$ cat src/rtl/memgame_pkg.sv
// Shared types and constants for the memory-game display path.
// Latency: n/a (definitions only).
// Backpressure: n/a (definitions only).
// Contents: blank display code, display-source and arbiter-state enums, status clip helper.
package memgame_pkg;

    localparam logic [4:0] BLANK_CODE = 5'b10000;
    localparam logic [4:0] STAT_MAX   = 5'd15;

    typedef enum logic [1:0] {
        SRC_NONE = 2'b00,
        SRC_SEQ  = 2'b01,
        SRC_INP  = 2'b10,
        SRC_STAT = 2'b11
    } disp_src_e;

    typedef enum logic [2:0] {
        S_IDLE,
        S_SEQ,
        S_GAP,
        S_INP,
        S_STAT
    } arb_state_e;

    // Status values only have one hex digit available; anything larger shows as F.
    function automatic logic [4:0] clip_status(input logic [4:0] v);
        return (v > STAT_MAX) ? STAT_MAX : v;
    endfunction

endpackage

$ cat src/rtl/display_arbiter_tick_counter.sv
// Counts pulse_tick events with synchronous clear and a terminal-count compare.
// Latency: count registered; done is combinational from the current count and tick.
// Backpressure: none; saturates at all-ones instead of wrapping.
// Ports: Clk, Rst (async active-low), clr, tick, term (terminal count), done.
module tick_counter #(
    parameter int W = 2
) (
    input  logic         Clk,
    input  logic         Rst,
    input  logic         clr,
    input  logic         tick,
    input  logic [W-1:0] term,
    output logic         done
);

    localparam logic [W-1:0] CNT_MAX = '1;

    logic [W-1:0] cnt;
    logic [W:0]   cnt_inc;

    always_ff @(posedge Clk or negedge Rst) begin
        if (!Rst) begin
            cnt <= '0;
        end else if (clr) begin
            cnt <= '0;
        end else if (tick && (cnt != CNT_MAX)) begin
            cnt <= cnt + W'(1);
        end
    end

    // done fires on the tick that brings the count up to term.
    assign cnt_inc = {1'b0, cnt} + (W+1)'(1);
    assign done    = tick && (cnt_inc >= {1'b0, term});

endmodule

$ cat src/rtl/display_arbiter.sv
// Arbitrates the single 7-seg digit between sequence playback, switch echo and idle status.
// Latency: all outputs registered; a request is reflected on the display one cycle after sampling.
// Backpressure: seq_req is held by the requester until the one-cycle seq_ack; inp_req is a level.
// Ports: Clk, Rst (async active-low), pulse_tick, seq_req/seq_digit/seq_ack, inp_req/inp_digit,
//        points, level, disp_out (5'b10000 = blank), disp_src, seq_busy.
// Optional: define STATUS_ROTATE_EN to rotate points/level on the display when idle.
module display_arbiter
    import memgame_pkg::*;
#(
    parameter int HOLD_TICKS = 1,
    parameter int GAP_TICKS  = 1,
    parameter int IDLE_TICKS = 3
) (
    input  logic       Clk,
    input  logic       Rst,
    input  logic       pulse_tick,
    input  logic       seq_req,
    input  logic [4:0] seq_digit,
    output logic       seq_ack,
    input  logic       inp_req,
    input  logic [4:0] inp_digit,
    input  logic [4:0] points,
    input  logic [4:0] level,
    output logic [4:0] disp_out,
    output logic [1:0] disp_src,
    output logic       seq_busy
);

    localparam int MAX_HG = (HOLD_TICKS > GAP_TICKS) ? HOLD_TICKS : GAP_TICKS;
    localparam int MAX_P  = (MAX_HG > IDLE_TICKS) ? MAX_HG : IDLE_TICKS;
    localparam int CW     = $clog2(MAX_P + 1);

`ifdef STATUS_ROTATE_EN
    localparam bit ROT_EN = 1'b1;
`else
    localparam bit ROT_EN = 1'b0;
`endif

    arb_state_e    state, state_nxt;
    logic          stat_sel;   // 0: points, 1: level
    logic [CW-1:0] term;
    logic          tc_clr;
    logic          cnt_done;

    // One counter serves hold, gap and idle timing; the terminal value follows the state.
    always_comb begin
        case (state)
            S_SEQ:   term = CW'(HOLD_TICKS);
            S_GAP:   term = CW'(GAP_TICKS);
            default: term = CW'(IDLE_TICKS);
        endcase
    end

    // Cleared on every state change; also held clear during the ack cycle so a tick
    // coinciding with sequence entry is not counted.
    assign tc_clr = (state_nxt != state) || seq_ack;

    tick_counter #(.W(CW)) u_tick_counter (
        .Clk  (Clk),
        .Rst  (Rst),
        .clr  (tc_clr),
        .tick (pulse_tick),
        .term (term),
        .done (cnt_done)
    );

    always_comb begin
        state_nxt = state;
        case (state)
            S_IDLE: begin
                if (seq_req)                  state_nxt = S_SEQ;
                else if (inp_req)             state_nxt = S_INP;
                else if (ROT_EN && cnt_done)  state_nxt = S_STAT;
            end
            S_SEQ: begin
                if (!seq_ack && cnt_done)     state_nxt = (GAP_TICKS == 0) ? S_IDLE : S_GAP;
            end
            S_GAP: begin
                if (cnt_done)                 state_nxt = S_IDLE;
            end
            S_INP: begin
                if (seq_req)                  state_nxt = S_SEQ;
                else if (!inp_req)            state_nxt = S_IDLE;
            end
            S_STAT: begin
                if (seq_req)                  state_nxt = S_SEQ;
                else if (inp_req)             state_nxt = S_INP;
            end
            default:                          state_nxt = S_IDLE;
        endcase
    end

    always_ff @(posedge Clk or negedge Rst) begin
        if (!Rst) begin
            state    <= S_IDLE;
            disp_out <= BLANK_CODE;
            disp_src <= SRC_NONE;
            seq_ack  <= 1'b0;
            seq_busy <= 1'b0;
            stat_sel <= 1'b0;
        end else begin
            state    <= state_nxt;
            seq_ack  <= 1'b0;
            seq_busy <= (state_nxt == S_SEQ) || (state_nxt == S_GAP);
            case (state_nxt)
                S_SEQ: begin
                    // Capture only on entry; the digit is then held while the requester advances.
                    if (state != S_SEQ) begin
                        disp_out <= seq_digit;
                        disp_src <= SRC_SEQ;
                        seq_ack  <= 1'b1;
                    end
                end
                S_INP: begin
                    disp_out <= inp_digit;
                    disp_src <= SRC_INP;
                end
                S_STAT: begin
                    disp_src <= SRC_STAT;
                    if (state != S_STAT) begin
                        stat_sel <= 1'b0;
                        disp_out <= clip_status(points);
                    end else if (pulse_tick) begin
                        stat_sel <= ~stat_sel;
                        disp_out <= clip_status(stat_sel ? points : level);
                    end else begin
                        disp_out <= clip_status(stat_sel ? level : points);
                    end
                end
                default: begin
                    disp_out <= BLANK_CODE;
                    disp_src <= SRC_NONE;
                end
            endcase
        end
    end

endmodule

$ cat config.mk
export PLATFORM = sky130hd
export DESIGN_NAME = display_arbiter
export DESIGN_NICKNAME = d
export VERILOG_FILES = /design/src/rtl/memgame_pkg.sv /design/src/rtl/display_arbiter_tick_counter.sv /design/src/rtl/display_arbiter.sv
export SDC_FILE = /design/constraint.sdc
export NUM_CORES = 1
export LEC_CHECK = 0
export CORE_UTILIZATION = 44
export CTS_CLUSTER_DIAMETER = 50
export CTS_CLUSTER_SIZE = 16
export DETAILED_ROUTE_END_ITERATION = 12
export GPL_ROUTABILITY_DRIVEN = 0
export PLACE_DENSITY = 0.78
export SETUP_SLACK_MARGIN = 0.05
export SYNTH_ARGS = -nofsm -noshare
export SYNTH_HDL_FRONTEND = slang
export SYNTH_HIERARCHICAL = 1
export SYNTH_SLANG_ARGS = --single-unit
export TNS_END_PERCENT = 5
$ cat constraint.sdc
create_clock -name Clk -period 3.2 [get_ports Clk]
set_clock_uncertainty 0.15 [all_clocks]
set_input_delay 0.32 -clock Clk [delete_from_list [all_inputs] [get_ports Clk]]
set_output_delay 0.32 -clock Clk [all_outputs]
set_load 0.02 [all_outputs]
=== After elaboration in Yosys (flattened, before gate mapping) ===
Index checks and enable logic that the tools add are counted.

* Eq/ne operators: 13
* Reductions and logical operators: 12
* Bitwise gates (word level): 1
* Magnitude comparators: 4
* Mux-type cells: 25
* Add/subtract/negate cells: 2

{| class="wikitable"
|+ Operators by type and width
! operator !! number
|-
| 2-to-1 mux 5 bit || 8
|-
| 2-to-1 mux 3 bit || 6
|-
| > comparator 5 x 4 -> 1 bit (second input constant) || 3
|-
| case mux 5 bit (3 select lines) || 1
|-
| equality test 3 x 2 -> 1 bit (second input constant) || 4
|-
| case mux 3 bit (4 select lines) || 1
|-
| 2-to-1 mux 2 bit || 4
|-
| equality test 3 x 1 -> 1 bit (second input constant) || 2
|-
| equality test 3 bit (second input constant) || 2
|-
| case mux 2 bit (3 select lines) || 1
|-
| 2-to-1 mux 1 bit || 4
|-
| nonzero test 2 bit || 2
|-
| OR reduction 2 bit || 2
|-
| adder 2 x 1 -> 3 bit (second input constant) || 1
|-
| greater-or-equal comparator 3 x 2 -> 1 bit || 1
|-
| logical AND 1 bit || 3
|-
| zero test 3 bit || 1
|-
| inequality test 3 x 1 -> 1 bit (second input constant) || 1
|-
| inequality test 3 bit || 1
|-
| inequality test 3 bit (second input constant) || 1
|-
| adder 2 x 1 -> 2 bit (second input constant) || 1
|-
| logical OR 1 bit || 2
|-
| inequality test 2 x 1 -> 1 bit (second input constant) || 1
|-
| inequality test 2 bit (second input constant) || 1
|-
| other kinds (3) || 3
|}

* Output and inout port bits: 9
* Flip-flop bits (word level): 15
* Word-level logic and storage cells: 64
* Input bits: 25

=== Logic depth before layout (Yosys ltp) ===
* Depth after elaboration: 11
* Depth in mapped cells: 12
* Depth with buffers taken out: 11

=== Hierarchy ===
Netlist, hierarchy kept.

{| class="wikitable"
|+ Modules (own cells, without submodules)
! module !! cells each !! area each (um2) !! times used
|-
| display_arbiter || 90 || 825.8 || 1
|-
| tick_counter || 16 || 162.7 || 1
|}

=== Worst setup path before layout ===
No wires, ideal clock.

* Path kind: register -> register
* Start: register state[0]
* End: register disp_src[0]
* Cell stages (with the launch flop): 11
* Buffers on the path: 1
* Arrival time: 2.227 ns
* Required time: 2.926 ns
* Path slack: 0.699 ns
* Period minus slack after synthesis: 2.501 ns
* Path through: dfrtp_1 -> buf_6 -> xor2_1 -> nand2b_1 -> fa_1 -> nor2_1 -> o21ai_0 -> a21boi_0 -> nor2b_1 -> nor3_4 -> a211o_1

* Cells in the longest elaborated chain, start to end: 10
* Elaborated cells between the ends (all ways): 24
* Classes of those cells: order compare: 1; eq/ne: 9; mux: 9; reduce/logical: 5

{| class="wikitable"
|+ Ends and longest elaborated chain
! element !! RTL line !! RTL
|-
| start: declaration || display_arbiter.sv:39 || <nowiki>arb_state_e state, state_nxt;</nowiki>
|-
| start signal: assignment || display_arbiter.sv:102 || <nowiki>state <= state_nxt;</nowiki>
|-
| equality test 3 x 2 -> 1 bit or equality test 3 x 1 -> 1 bit (tied branches) || display_arbiter.sv:47 || <nowiki>case (state)</nowiki>
|-
| OR reduction 2 bit (no line) (*) || -- ||
|-
| 2-to-1 mux 2 bit (*) || display_arbiter.sv:47 ||
|-
| net term[1] || display_arbiter.sv:41 || <nowiki>logic [CW-1:0] term;</nowiki>
|-
| greater-or-equal comparator 3 x 2 -> 1 bit (*) || display_arbiter_tick_counter.sv:33 || <nowiki>assign done = tick && (cnt_inc >= {1'b0, term});</nowiki>
|-
| logical AND 1 bit (*) || display_arbiter_tick_counter.sv:33 ||
|-
| net cnt_done || display_arbiter.sv:43 || <nowiki>logic cnt_done;</nowiki>
|-
| logical AND 1 bit || display_arbiter.sv:76 || <nowiki>if (!seq_ack && cnt_done) state_nxt = (GAP_TICKS == 0) ? S_IDLE : S_GAP;</nowiki>
|-
| 2-to-1 mux 3 bit || display_arbiter.sv:76 ||
|-
| case mux 3 bit (4 select lines) (*) || display_arbiter.sv:69 || <nowiki>case (state)</nowiki>
|-
| equality test 3 bit, or another cell as far along || display_arbiter.sv:105 || <nowiki>case (state_nxt)</nowiki>
|-
| case mux 2 bit (3 select lines) or inequality test 2 x 1 -> 1 bit (tied branches) || -- ||
|-
| end signal: assignment || display_arbiter.sv:110 || <nowiki>disp_src <= SRC_SEQ;</nowiki>
|-
| end signal: assignment || display_arbiter.sv:116 || <nowiki>disp_src <= SRC_INP;</nowiki>
|-
| end signal: assignment || display_arbiter.sv:119 || <nowiki>disp_src <= SRC_STAT;</nowiki>
|-
| end: declaration || display_arbiter.sv:25 || <nowiki>output logic [1:0] disp_src,</nowiki>
|}

The timed path passes the listed nets; every way through them passes the cells marked *.
A chain may end at the register's enable or synchronous reset.

=== Worst setup path after layout ===
* Start: register state[1]
* End: register disp_out[0]

* Cells in the longest elaborated chain, start to end: 10
* Elaborated cells between the ends (all ways): 26
* Classes of those cells: order compare: 1; eq/ne: 10; mux: 10; reduce/logical: 5

{| class="wikitable"
|+ Ends and longest elaborated chain
! element !! RTL line !! RTL
|-
| equality test 3 x 2 -> 1 bit or equality test 3 x 1 -> 1 bit (tied branches) || display_arbiter.sv:47 ||
|-
| OR reduction 2 bit (no line) (*) || -- ||
|-
| 2-to-1 mux 2 bit (*) || display_arbiter.sv:47 ||
|-
| net term[1] || display_arbiter.sv:41 ||
|-
| greater-or-equal comparator 3 x 2 -> 1 bit (*) || display_arbiter_tick_counter.sv:33 ||
|-
| logical AND 1 bit (*) || display_arbiter_tick_counter.sv:33 ||
|-
| net cnt_done || display_arbiter.sv:43 ||
|-
| logical AND 1 bit || display_arbiter.sv:76 ||
|-
| 2-to-1 mux 3 bit || display_arbiter.sv:76 ||
|-
| case mux 3 bit (4 select lines) (*) || display_arbiter.sv:69 ||
|-
| equality test 3 bit, or another cell as far along || display_arbiter.sv:105 ||
|-
| case mux 5 bit (3 select lines) or inequality test 2 x 1 -> 1 bit (tied branches) || -- ||
|-
| end signal: assignment || display_arbiter.sv:109 || <nowiki>disp_out <= seq_digit;</nowiki>
|-
| end signal: assignment || display_arbiter.sv:115 || <nowiki>disp_out <= inp_digit;</nowiki>
|-
| end signal: assignment || display_arbiter.sv:122 || <nowiki>disp_out <= clip_status(points);</nowiki>
|-
| end: declaration || display_arbiter.sv:24 || <nowiki>output logic [4:0] disp_out,</nowiki>
|}

Marked as above.

==> key figures <==
Outcome
  • Status: finished, final reports clean

Placed design
  • DP Worst Slack: approximately 0.34 ns
  • Port buffer count: 33
  • HPWL Detailed: between 1500 and 2000 um
  • Dpl cells: ~160
  • DP Area: 0.001314 mm2

Critical path
  • Cell family with most CP delay: simple AND/OR/NAND/NOR gates
  • Reg2reg setup slack: approximately 0.41 ns
  • Worst EP arrival: around 2.8 ns
  • Worst R2R End: disp_out[0]
  • Reg2reg path depth: 10
  • Critical R2R Launch: state[1]
  • CP required: between 3 and 4 ns
  • CP Cell Sequence: xor2_1 > nand2b_1 > fa_1 > nor2_1 > o21ai_0 > a21boi_1 > nor2b_1 > nor3_4 > a22oi_1 > nand3_1
  • Kind of critical path: register to register
  • Setup crit start kind: register
  • Critical-path top delay cell: dfrtp_1
  • CP Max Fanout: 9
  • CP peak stage delay: about 0.59 ns
  • CP Capture Type: register
  • Buf+Inv Stages, Crit Path: 0

Routing
  • Drt pass-1 iters: 4
  • WL per Instance: between 10 and 15 um
  • Via count: 885
  • DRC viols: 0
  • DRT Wirelength: about 2100 um
  • Vias/cell: 5.331
  • DRT antenna net count: 0
  • 1st-iter DRT viols: 26

Finish
  • Cell Count, Final, Fillers Out: around 170
  • Area Growth Syn to Fin: 35.57%
  • Share of cells above drive strength 1: 0.08633
  • Antenna cell count: 0
  • Area taken by multi-input logic gates: about 550 um2
  • NumNets Final: roughly 170
  • Fillers: ~180
  • Storage element area: 376.6 um2
  • Post-route cell area: 0.001340 mm2

Clock tree
  • H-Tree Depth: 1
  • Skew-Pair Late Insertion Delay: between 0.2 and 0.3 ns
  • Post-CTS Hold Fix Bufs: 0
  • Clk buf depth: 2
  • Post-CTS setup buffer count: 0
  • Cts repair resizes: 0
  • TritonCTS Buffers: 3
  • TritonCTS clock tree: yes
  • Clk sinks: 15
  • Clk root buf: clkbuf_4
  • Clock slew at reported path FFs: approximately 0.080 ns

Pwr
  • Leakage: about 0.00058 uW
  • Pwr dens: 780.1 mW/mm2
  • VDD IR max: approximately 0.43 mV

Synth
  • Cell area after synthesis: around 990 um2
  • Post-Synthesis Cells: 106
  • Avg Cell Area, Syn: 9.325 um2
  • Post-synth EDFFs: 0
  • Predominant post-synthesis flop cell: dfrtp_1
  • Mapped Nets: 134
  • Register area share after synthesis: 0.3810
  • #FFs+latches synth: 15
  • Fraction of registers with async set/reset: 1.000
  • Distinct cells, synth: 40
  • Synth warn: 6

GRT
  • Total gr overflow: 0
  • Pin count of the biggest net entering global routing: 16
  • First-pass GRT wire length: slightly below 4000 um
  • Gr usage total: 0.2072
  • Vias in the first global route: between 900 and 1000
  • Initial antenna violation count: 0

Job
  • Max cap viols: 0

Timing
  • Achievable Freq: around 360 MHz
  • Final hold vios: 0
  • Post-route minimum period: 2.785 ns
  • TNS Setup: 0 ns
  • Period Utilization, post-route: 0.8703
  • Slew margin rel.: 0.5610
  • RSZ-0062 raised after global routing: false
  • Final critical-path setup slack: about 0.41 ns
  • Worst hold slack: 0.2880 ns
  • Final setup viols: 0
  • Slew Limit Fails: 0
  • Worst Tran Pin Value: 0.6564 ns

Die
  • Io pins: 34
  • Die W: slightly below 50 um
  • Core area: a little over 0.002 mm2
  • Initial core utilization: 0.4841
  • Die Area: 0.002440 mm2
  • Rows: 16
  • Die height: 49.40 um

Hold path
  • Hold Path Class: primary input to async pin
through the flow:
stage,util,total power (uW)
2_1_floorplan,-,748.5
5_1_grt,0.6563,1135
6_report,0.6563,1045
3_3_place_gp,0.6434,920.7
3_5_place_dp,0.6434,938.1
4_1_cts,0.6563,1050
kinds of logic (layout without fill, tap and decap cells):
family,count (synthesis),count (layout),share of synthesized area
buf+inv,10,43,0.06202
fa+ha+maj,3,3,0.04557
xor+xnor,4,4,0.03545
compound gates,28,28,0.2139
simple gates,44,44,0.2481
other cells,1,1,0.003794
flops,15,15,0.3810
mux,1,1,0.01013
synthesized netlist by cell type, drive strengths merged, types with 3 or more instances:
master  number  share of area
dfrtp       14           0.35
nand2       13          0.049
nor2        12          0.046
inv          6          0.023
nand2b       6          0.038
o21ai        6          0.034
a22oi        4          0.030
buf          4          0.039
nand3        4          0.020
o311ai       4          0.035
a21oi        3          0.019
nor2b        3          0.027
power breakdown:
part | internal [uW] | total [uW] | switching [uW]
clock network | 48.4 | 105 | 57.1
registers | 264 | 338 | 74.0
logic | 290 | 602 | 312
total | 602 | 1050 | 443
worst max-delay path by stage:
stage	endpoint	startpoint	cells after the start	slack [ns]
floorplan	disp_src[0]	state[0]	10	0.70
global placement	disp_out[3]	state[1]	10	0.46
detailed placement	disp_out[3]	state[1]	10	0.34
CTS	disp_out[3]	state[1]	10	0.31
global route	disp_out[0]	state[1]	10	0.15
finish	disp_out[0]	state[1]	10	0.41
routing by layer:
| layer | global-route usage | part of all wire | vias to the layer above |
|---|---|---|---|
| met3 | 0.04673 | 0.067 | 2 |
| met2 | 0.3562 | 0.48 | 34 |
| li1 | - | - | 433 |
| met1 | 0.2475 | 0.45 | 416 |
| met5 | 0 | 0 | - |
| met4 | 0.08571 | 0.0091 | 0 |
cell type report:
class                           count  area share
Sequential cell                    15      0.2810
Timing Repair Buffer               33      0.2465
Clock buffer                        4     0.01961
Multi-Input combinational cell     81      0.4108
Inverter                            6     0.01681
Tap cell                           27     0.02521
state kept, by name, summed over array words and instances (netlist names):
name / count
u_tick_counter/cnt: 2
disp_src: 2
seq_ack: 1
disp_out: 5
stat_sel: 1
seq_busy: 1
state: 3
cell usage in the layout, fill, tap and decap left out, types with 2 or more instances in the layout:
master / n
clkbuf_4: 3
nor2_1: 12
nor2b_1: 2
nand3_1: 4
o22ai_1: 2
nand2_1: 13
clkdlybuf4s50_1: 33
o311ai_1: 4
o21ai_1: 4
inv_1: 6
xor2_1: 2
nand2b_1: 6
xnor2_1: 2
ha_1: 2
a22oi_1: 4
a21oi_1: 2
dfrtp_1: 14
No activity file was read; power rests on OpenSTA's default activity.
